[config.mk]
export PLATFORM = sky130hd
export DESIGN_NAME = a2d_arbiter_flat
export DESIGN_NICKNAME = d
export VERILOG_FILES = /design/src/rtl/a2d_arbiter_pkg.sv /design/src/rtl/a2d_arbiter_if.sv /design/src/rtl/a2d_arbiter_rr_pick.sv /design/src/rtl/a2d_arbiter.sv /design/src/flat_wrapper.sv
export SDC_FILE = /design/constraint.sdc
export NUM_CORES = 1
export LEC_CHECK = 0
export CAP_MARGIN = 0
export CORE_UTILIZATION = 40
export DETAILED_ROUTE_END_ITERATION = 8
export GPL_ROUTABILITY_DRIVEN = 0
export PLACE_DENSITY_LB_ADDON = 0.08
export SLEW_MARGIN = 15
export SYNTH_ARGS = -nofsm -noshare
export SYNTH_HDL_FRONTEND = slang
export SYNTH_SLANG_ARGS = --single-unit
export TNS_END_PERCENT = 50
[constraint.sdc]
create_clock -name clk -period 8.6 [get_ports clk]
set_input_delay 1.29 -clock clk [delete_from_list [all_inputs] [get_ports clk]]
set_output_delay 1.29 -clock clk [all_outputs]
set_load 0.01 [all_outputs]
[src/rtl/a2d_arbiter_pkg.sv]
// Shared types and constants for the A2D front-end arbiter.
package a2d_arb_pkg;

   typedef enum logic [2:0] {IDLE, START, WAIT, DONE, SETTLE} arb_state_t;

   localparam int REQ_MOTION = 0;
   localparam int REQ_BATT   = 1;
   localparam int REQ_DIAG   = 2;

   localparam int RES_W = 12;
   localparam int CH_W  = 3;

   // Counter/index width that never collapses to zero bits.
   function automatic int clog2_min1(input int v);
      return (v > 1) ? $clog2(v) : 1;
   endfunction

endpackage

[src/rtl/a2d_arbiter_if.sv]
// Requester-side and A2D_intf-side signals of the arbiter, bundled with modports.
interface a2d_arbiter_if
   import a2d_arb_pkg::*;
#(
   parameter int NUM_REQ = 3
);
   logic [NUM_REQ-1:0]      req;
   logic [CH_W*NUM_REQ-1:0] chnnl_req;
   logic [NUM_REQ-1:0]      gnt;
   logic [NUM_REQ-1:0]      done;
   logic [RES_W-1:0]        res_out;
   logic                    timeout_err;
   logic                    busy;
   logic                    strt_cnv;
   logic [CH_W-1:0]         chnnl;
   logic                    cnv_cmplt;
   logic [RES_W-1:0]        A2D_res;

   modport master (
      input  req, chnnl_req, cnv_cmplt, A2D_res,
      output gnt, done, res_out, timeout_err, busy, strt_cnv, chnnl
   );

   modport slave (
      output req, chnnl_req, cnv_cmplt, A2D_res,
      input  gnt, done, res_out, timeout_err, busy, strt_cnv, chnnl
   );
endinterface

[src/rtl/a2d_arbiter_rr_pick.sv]
// Combinational round-robin selector: first set req at or after ptr, wrapping.
module rr_pick
   import a2d_arb_pkg::*;
#(
   parameter int N  = 3,
   parameter int PW = clog2_min1(N)
) (
   input  logic [N-1:0]  req,
   input  logic [PW-1:0] ptr,
   output logic [N-1:0]  sel,
   output logic [PW-1:0] idx,
   output logic          any
);

   int best;
   int best_d;
   int d;

   // Rotated distance from ptr; smallest distance among set requests wins.
   always_comb begin
      best   = 0;
      best_d = N;
      d      = 0;
      for (int i = 0; i < N; i++) begin
         d = (i >= int'(ptr)) ? i - int'(ptr) : i + N - int'(ptr);
         if (req[i] && d < best_d) begin
            best   = i;
            best_d = d;
         end
      end
      any = (best_d < N);
      idx = PW'(best);
      for (int i = 0; i < N; i++) sel[i] = any && (best == i);
   end

endmodule

[src/rtl/a2d_arbiter.sv]
// Round-robin arbiter sharing one A2D_intf among requesters, with a
// cnv_cmplt watchdog and a post-conversion settle gap.
module a2d_arbiter
   import a2d_arb_pkg::*;
#(
   parameter int NUM_REQ = 3,
   parameter int TIMEOUT = 4096,
   parameter int GUARD   = 32
) (
   input  logic          clk,
   input  logic          rst,
   a2d_arbiter_if.master bus
);

   localparam int PW = clog2_min1(NUM_REQ);
   localparam int WW = clog2_min1(TIMEOUT);
   localparam int GW = clog2_min1(GUARD + 1);

   localparam logic [WW-1:0] WD_LAST = WW'(TIMEOUT - 1);
   localparam logic [GW-1:0] G_LAST  = GW'((GUARD > 0) ? GUARD - 1 : 0);
   localparam logic [PW-1:0] P_LAST  = PW'(NUM_REQ - 1);

   arb_state_t state, state_nxt;

   logic [NUM_REQ-1:0]           sel;
   logic [PW-1:0]                sel_idx;
   logic                         sel_any;
   logic [NUM_REQ-1:0]           gnt_r;
   logic [PW-1:0]                gidx;
   logic [PW-1:0]                ptr;
   logic [WW-1:0]                wd;
   logic [GW-1:0]                gcnt;
   logic [RES_W-1:0]             res_r;
   logic [CH_W-1:0]              chnnl_r;
   logic                         tmo_flag;
   logic                         load_gnt;
   logic                         cap;
   logic                         tmo;
   logic [NUM_REQ-1:0][CH_W-1:0] chq;

   assign chq = bus.chnnl_req;

   rr_pick #(.N(NUM_REQ), .PW(PW)) u_pick (
      .req (bus.req),
      .ptr (ptr),
      .sel (sel),
      .idx (sel_idx),
      .any (sel_any)
   );

   always_ff @(posedge clk or posedge rst) begin
      if (rst) state <= IDLE;
      else     state <= state_nxt;
   end

   always_comb begin
      state_nxt = state;
      load_gnt  = 1'b0;
      cap       = 1'b0;
      tmo       = 1'b0;
      case (state)
         IDLE: begin
            if (sel_any) begin
               load_gnt  = 1'b1;
               state_nxt = START;
            end
         end
         START: state_nxt = WAIT;
         WAIT: begin
            // A completion on the expiry cycle still counts as success.
            if (bus.cnv_cmplt) begin
               cap       = 1'b1;
               state_nxt = DONE;
            end else if (wd == WD_LAST) begin
               tmo       = 1'b1;
               state_nxt = DONE;
            end
         end
         DONE:    state_nxt = (GUARD == 0) ? IDLE : SETTLE;
         SETTLE:  if (gcnt == G_LAST) state_nxt = IDLE;
         default: state_nxt = IDLE;
      endcase
   end

   always_ff @(posedge clk or posedge rst) begin
      if (rst) begin
         gnt_r    <= '0;
         gidx     <= '0;
         ptr      <= '0;
         wd       <= '0;
         gcnt     <= '0;
         res_r    <= '0;
         chnnl_r  <= '0;
         tmo_flag <= 1'b0;
      end else begin
         // wd holds cycles elapsed since the strt_cnv cycle.
         if (load_gnt) begin
            gnt_r    <= sel;
            gidx     <= sel_idx;
            chnnl_r  <= chq[sel_idx];
            tmo_flag <= 1'b0;
            wd       <= '0;
         end else if (state inside {START, WAIT}) begin
            wd <= wd + WW'(1);
         end

         if (cap) res_r    <= bus.A2D_res;
         if (tmo) tmo_flag <= 1'b1;

         if (state == DONE) begin
            gnt_r <= '0;
            ptr   <= (gidx == P_LAST) ? '0 : gidx + PW'(1);
         end

         if (state == SETTLE) gcnt <= gcnt + GW'(1);
         else                 gcnt <= '0;
      end
   end

   assign bus.gnt         = gnt_r;
   assign bus.done        = (state == DONE) ? gnt_r : '0;
   assign bus.timeout_err = (state == DONE) && tmo_flag;
   assign bus.busy        = (state != IDLE);
   assign bus.strt_cnv    = (state == START);
   assign bus.chnnl       = chnnl_r;
   assign bus.res_out     = res_r;

endmodule

[src/flat_wrapper.sv]
// flat-port wrapper written by rule: the top's interface ports become plain ports
module a2d_arbiter_flat import a2d_arb_pkg::*;
#(
   parameter int NUM_REQ = 3,
   parameter int TIMEOUT = 4096,
   parameter int GUARD   = 32
)
  (clk, rst, bus_req, bus_chnnl_req, bus_cnv_cmplt, bus_A2D_res, bus_gnt, bus_done, bus_res_out, bus_timeout_err, bus_busy, bus_strt_cnv, bus_chnnl);
  a2d_arbiter_if #(.NUM_REQ(NUM_REQ)) bus_i ();
  input  logic clk;
  input  logic rst;
  input wire logic [$bits(bus_i.req)-1:0] bus_req;
  input wire logic [$bits(bus_i.chnnl_req)-1:0] bus_chnnl_req;
  input wire logic [$bits(bus_i.cnv_cmplt)-1:0] bus_cnv_cmplt;
  input wire logic [$bits(bus_i.A2D_res)-1:0] bus_A2D_res;
  output wire logic [$bits(bus_i.gnt)-1:0] bus_gnt;
  output wire logic [$bits(bus_i.done)-1:0] bus_done;
  output wire logic [$bits(bus_i.res_out)-1:0] bus_res_out;
  output wire logic [$bits(bus_i.timeout_err)-1:0] bus_timeout_err;
  output wire logic [$bits(bus_i.busy)-1:0] bus_busy;
  output wire logic [$bits(bus_i.strt_cnv)-1:0] bus_strt_cnv;
  output wire logic [$bits(bus_i.chnnl)-1:0] bus_chnnl;
  assign bus_i.req = bus_req;
  assign bus_i.chnnl_req = bus_chnnl_req;
  assign bus_i.cnv_cmplt = bus_cnv_cmplt;
  assign bus_i.A2D_res = bus_A2D_res;
  assign bus_gnt = bus_i.gnt;
  assign bus_done = bus_i.done;
  assign bus_res_out = bus_i.res_out;
  assign bus_timeout_err = bus_i.timeout_err;
  assign bus_busy = bus_i.busy;
  assign bus_strt_cnv = bus_i.strt_cnv;
  assign bus_chnnl = bus_i.chnnl;
  a2d_arbiter #(.NUM_REQ(NUM_REQ), .TIMEOUT(TIMEOUT), .GUARD(GUARD)) u_core (.clk(clk), .rst(rst), .bus(bus_i));
endmodule
### After elaboration in Yosys (flattened, before gate mapping)

Cells that the tools add are included.

| storage, ports and cells | value |
|---|---|
| flip-flop bits (word level) | 44 |
| input port bits | 27 |

| operators by class | value |
|---|---|
| mux-type cells | 31 |
| reduce and logical (&&, ||, !) cells | 15 |
| magnitude comparators | 8 |
| eq/ne operators | 12 |
| add/subtract/negate cells | 9 |

Operators by type and width:

| operator | number |
|---|---|
| $mux 32 | 7 |
| $lt 32x3->1 const B | 2 |
| $lt 32x32->1 | 2 |
| $eq 32x2->1 const B | 1 |
| $eq 32x3->1 const B | 1 |
| $logic_not 32->1 | 1 |
| $mux 12 | 2 |
| $mux 3 | 8 |
| $pmux 3 s5 | 1 |
| $add 12x1->12 const B | 1 |
| $eq 12x12->1 const B | 1 |
| $mux 1 | 10 |
| $reduce_bool 2->1 | 4 |
| $sub 3x2->4 const A | 2 |
| $logic_and 1x1->1 | 7 |
| $add 6x1->6 const B | 1 |
| $bmux 3 s2 | 1 |
| $eq 3x2->1 const B | 2 |
| $eq 6x5->1 const B | 1 |
| $mux 6 | 1 |
| $sub 1x2->3 const A | 2 |
| $sub 2x2->3 const A | 2 |
| $ge 1x2->1 const A | 2 |
| $ne 2x1->1 const B | 2 |
| 11 further kinds | 11 |

### Longest topological paths before layout

| depth | value |
|---|---|
| depth in word-level cells | 16 |
| mapped depth | 17 |
| mapped depth without buffers | 16 |

### Hierarchy

Synthesis repeated with hierarchy kept, for this count alone.

| second synthesis, totals | value |
|---|---|
| cells, all modules | 237 |
| area total of the unflattened synthesis | 2,462.4 um^2 |

By module, submodules not included:

| module | instances | area each (um^2) | cells each | seq. area each (um^2) |
|---|---|---|---|---|
| a2d_arbiter | 1 | 2,054.5 | 189 | 1,101.1 |
| rr_pick | 1 | 407.9 | 48 | 0.0 |

### Worst setup path after synthesis

OpenSTA, ideal clock, no wires.

| timing | value |
|---|---|
| path type | input -> register |
| from | input bus_req[0] |
| to | register u_core.state[0] |
| library setup time | 0.120 ns |
| path slack | 4.612 ns |
| path buffers | 0 |
| data arrival time | 3.868 ns |
| cell stages on the path | 13 |
| cells stage by stage | nor2b_1 -> ha_1 -> a21oi_2 -> nand2_1 -> o21ai_1 -> a21oi_1 -> ha_1 -> o21ai_0 -> and4bb_2 -> o21ai_0 -> o21ai_4 -> mux2_4 -> o211a_1 |

| on the way | value |
|---|---|
| word-level cells in the longest chain between the ends | 11 |

RTL lines:

| element | line | source |
|---|---|---|
| start, declared | flat_wrapper.sv:12 | `input wire logic [$bits(bus_i.req)-1:0] bus_req;` |
| $logic_and 1x1->1 * | a2d_arbiter_rr_pick.sv:26 | `if (req[i] && d < best_d) begin` |
| $mux 32 * | a2d_arbiter_rr_pick.sv:26 |  |
| $lt 32x32->1 | a2d_arbiter_rr_pick.sv:26 |  |
| $logic_and 1x1->1 | a2d_arbiter_rr_pick.sv:26 |  |
| $mux 32 * | a2d_arbiter_rr_pick.sv:26 |  |
| $lt 32x32->1 | a2d_arbiter_rr_pick.sv:26 |  |
| $logic_and 1x1->1 | a2d_arbiter_rr_pick.sv:26 |  |
| $mux 32 * | a2d_arbiter_rr_pick.sv:26 |  |
| $lt 32x3->1 * | a2d_arbiter_rr_pick.sv:31 | `any = (best_d < N);` |
| $ne 2x1->1 (no source line) * | -- |  |
| $reduce_and 3->1 (no source line) * | -- |  |
| end signal, assigned | a2d_arbiter.sv:53 | `else state <= state_nxt;` |
| end, declared | a2d_arbiter.sv:23 | `arb_state_t state, state_nxt;` |

Every way passes the cells marked *; elsewhere a longest branch is shown, timed or not.
A chain may end at the register's enable or synchronous reset.

### Worst setup path in the final report

| timing | value |
|---|---|
| from | input bus_req[0] |
| to | register u_core.gidx[0] |

| on the way | value |
|---|---|
| word-level cells in the longest chain between the ends | 11 |

RTL lines:

| element | line | source |
|---|---|---|
| $logic_and 1x1->1 * | a2d_arbiter_rr_pick.sv:26 |  |
| $mux 32 * | a2d_arbiter_rr_pick.sv:26 |  |
| $lt 32x32->1 | a2d_arbiter_rr_pick.sv:26 |  |
| $logic_and 1x1->1 | a2d_arbiter_rr_pick.sv:26 |  |
| $mux 32 | a2d_arbiter_rr_pick.sv:26 |  |
| $lt 32x32->1 | a2d_arbiter_rr_pick.sv:26 |  |
| $logic_and 1x1->1 | a2d_arbiter_rr_pick.sv:26 |  |
| $mux 32 | a2d_arbiter_rr_pick.sv:26 |  |
| $lt 32x3->1 | a2d_arbiter_rr_pick.sv:31 |  |
| $mux 1 | a2d_arbiter.sv:63 | `if (sel_any) begin` |
| $mux 1 | a2d_arbiter.sv:61 | `case (state)` |
| end signal, assigned | a2d_arbiter.sv:99 | `gidx <= sel_idx;` |
| end, declared | a2d_arbiter.sv:29 | `logic [PW-1:0] gidx;` |

Marked as above.

==> impl_metrics.tcl <==
set metrics [dict create \
    syn_inst 229 \
    cp_common_cell "o21ai_0" \
    wl_per_cell_um 13.5 \
    cts_buffers 5 \
    yosysWarnings 0 \
    start_util_pct 42.7 \
    whs_ns 0.484 \
    ios 51 \
    grt_pass1_vias 1880 \
    crit_type "input pin to register" \
    die_h_um 79.8 \
    period_minus_slack_ns 4.71 \
    async_flop_share_pct 100 \
    ys.flop_type "dfrtp_1" \
    use_met3_pct 5.03 \
    routed_wl_mm 4.76 \
    drv_slew 0 \
    grt_pass1_wl_mm 8.63 \
    cp-start-kind "input pin" \
    cp_max_fo 16 \
    syn-num-nets 267 \
    dpl.cell_count 347 \
    timing.fmax_mhz 212 \
    end_kind "register" \
    htree_num_levels 2 \
    outcome "finished clean" \
    grt_usage_pct 17.5 \
    p_leak_uw 0.00127 \
    final_cells 353 \
    cts_tree "done" \
    layout-drive-gt1-share_pct 16.0 \
    min_period_over_period_pct 54.8 \
    ys_top_cells_by_area "dfrtp_1, mux2_2, ha_1, nand3_1, xnor2_1" \
    cts.sink_count 44 \
    grt_antenna_before_repair 0 \
    top_usage_layer "met2" \
    mostFrequentLayoutCell "clkdlybuf4s50_1" \
    rows 27 \
    area_growth_pct 27.3 \
    clock_skew_ns 0.00325 \
    grt_max_degree 45 \
    io_buffer_count 50 \
    detail-route-antenna-nets 0 \
    final_cell_mix "clkdlybuf4s50_1, dfrtp_1, nor2_1" \
    grtUsageMet1_pct 23.7 \
    seq_area_frac_synth_pct 45.5 \
    worstHoldPathType "register to register" \
    insertion_delay_ns 0.29 \
    max_stage_delay_ns 0.61 \
    die_w_um 79.8 \
    critical_path.slowest_cell "mux2i_4" \
    yosys.area.top_type "dfrtp_1" \
    reg2reg_slack_ns 4.45 \
    hold_viol 0 \
    tightest_slew_ns 0.719 \
    path_cells "clkdlybuf4s50_1 > nor2b_1 > ha_1 > a21oi_2 > nand2_1 > o21ai_1 > nor2_1 > a21oi_1 > ha_1 > o21ai_0 > and4bb_2 > o21ai_0 > o21ai_4 > mux2i_4 > o21ai_0" \
    cts_setup_buffers 0 \
    use_met2_pct 26.8 \
    rsz0062_at_grt "false" \
    vias_per_cell 5.18 \
    ir_drop_mv 0.155 \
    avgSynthCellArea_um2 10.6 \
    fin_tns_setup_ns 0 \
    dr.pass1.iters 4 \
    root_buffer "clkbuf_8" \
    cts_buffer_depth 2 \
    diodes 0 \
    syn_area_um2 2420 \
    drt_iter0_drc 50 \
    drv_cap 0 \
    power_density_nw_per_um2 320 \
    place_hpwl_mm 3.45 \
    core-area_um2 5680 \
    fin_nets 320 \
    cts_resized 0 \
    finalSetupViolCount 0 \
    arrival_ns 4.85 \
    grt-ovfl-total 0 \
    clk_pin_slew_ns 0.08 \
    relSlewSlack_pct 51.7 \
    postCtsHoldBufs 0 \
    synth_edf_count 0 \
    synth_top_cell_area_share_pct 45.5 \
    drc 0 \
    routed-via-count 1830 \
    synth.distinct_cells 45 \
    ys_ff_latch 44 \
    worstPathRequired_ns 8.74 \
    die_area_um2 6370 \
]
-- worst paths after layout --
check | startpoint | end | cells past startpoint
worst max-delay path | bus_req[0] | u_core.gidx[0] | 15
worst min-delay path | u_core.gcnt[0] | u_core.gcnt[0] | 1
worst max register to register | u_core.ptr[1] | u_core.gidx[0] | 16
worst min register to register | u_core.gcnt[0] | u_core.gcnt[0] | 1
max in group asynchronous | rst | u_core.wd[7] | 3
min in group asynchronous | rst | u_core.bus.res_out[0] | 3
-- through the flow --
stage | setup slack (ns) | power [uW] | area [um2] | util, %
after global routing | 3.53 | 1080 | 3080 | 54.3
after detailed placement | 3.54 | 845 | 2980 | 52.6
final | 3.89 | 986 | 3080 | 54.3
after global placement | 3.67 | 841 | 2980 | 52.6
after floorplan | 4.61 | 680 | 2420 | -
after CTS | 3.86 | 998 | 3080 | 54.3
-- synth_stat cells (2+ instances only) --
cell       count
a21oi_1        5
clkbuf_1       3
and3_1         4
nor4_1         3
o31ai_1        2
o21ai_0       11
and2b_2        3
nor2_4         2
nor2_1        18
o211ai_1       4
nand4_1        5
mux2_2        15
a2bb2oi_1      3
nand2_1       15
dfrtp_1       44
o21a_1         2
nand3_1       15
ha_1          11
nand3b_1       2
nor3_1         3
nor2b_1        2
xor2_1         8
nor3b_1        3
nor2_2         8
inv_1         11
xnor2_1        8
-- metal layers --
metal / vias up / share of wire, %
met1: 859 / 50
met2: 57 / 41
li1: 907 / -
met3: 7 / 7.6
met5: - / 0
met4: 0 / 1.3
-- where the power goes --
group          total [uW]  internal (uW)  leakage, uW  switching (uW)
Clock                 147           83.4    0.0000501            63.8
Sequential            332            274     0.000568            58.3
Combinational         507            251     0.000655             256
-- worst max-delay path, delay by kind of cell --
kind	cells	cell delay (ns)
compound gates	7	1.53
fa+ha+maj	2	0.38
buf+inv	1	0.44
mux	1	0.61
simple gates	4	0.61
-- layout make-up --
cell class                      instances  area, um2
Clock buffer                            5       68.8
Clock inverter                          1       30.0
Fill cell                             526       2590
Inverter                               11       41.3
Multi-Input combinational cell        169       1240
Sequential cell                        44       1100
Tap cell                               72       90.1
Timing Repair Buffer                   51        508
-- logic make-up after synthesis --
group	share of synthesized area, %
AO/OA/AOI/OAI	11.1
XOR/XNOR	5.79
adder cells (fa/ha/maj)	5.68
buffers and inverters	3.20
flip-flops	45.5
multiplexers	8.94
other	0.155
AND/OR/NAND/NOR	19.6
-- sequential cells by signal, summed over array words and instances (netlist names) --
signal	cells
u_core.tmo_flag	1
u_core.bus.chnnl	3
u_core.gcnt	6
u_core.bus.gnt	3
u_core.ptr	2
u_core.bus.res_out	12
u_core.gidx	2
u_core.state	3
u_core.wd	12
Power figures use the tool's default switching activity.
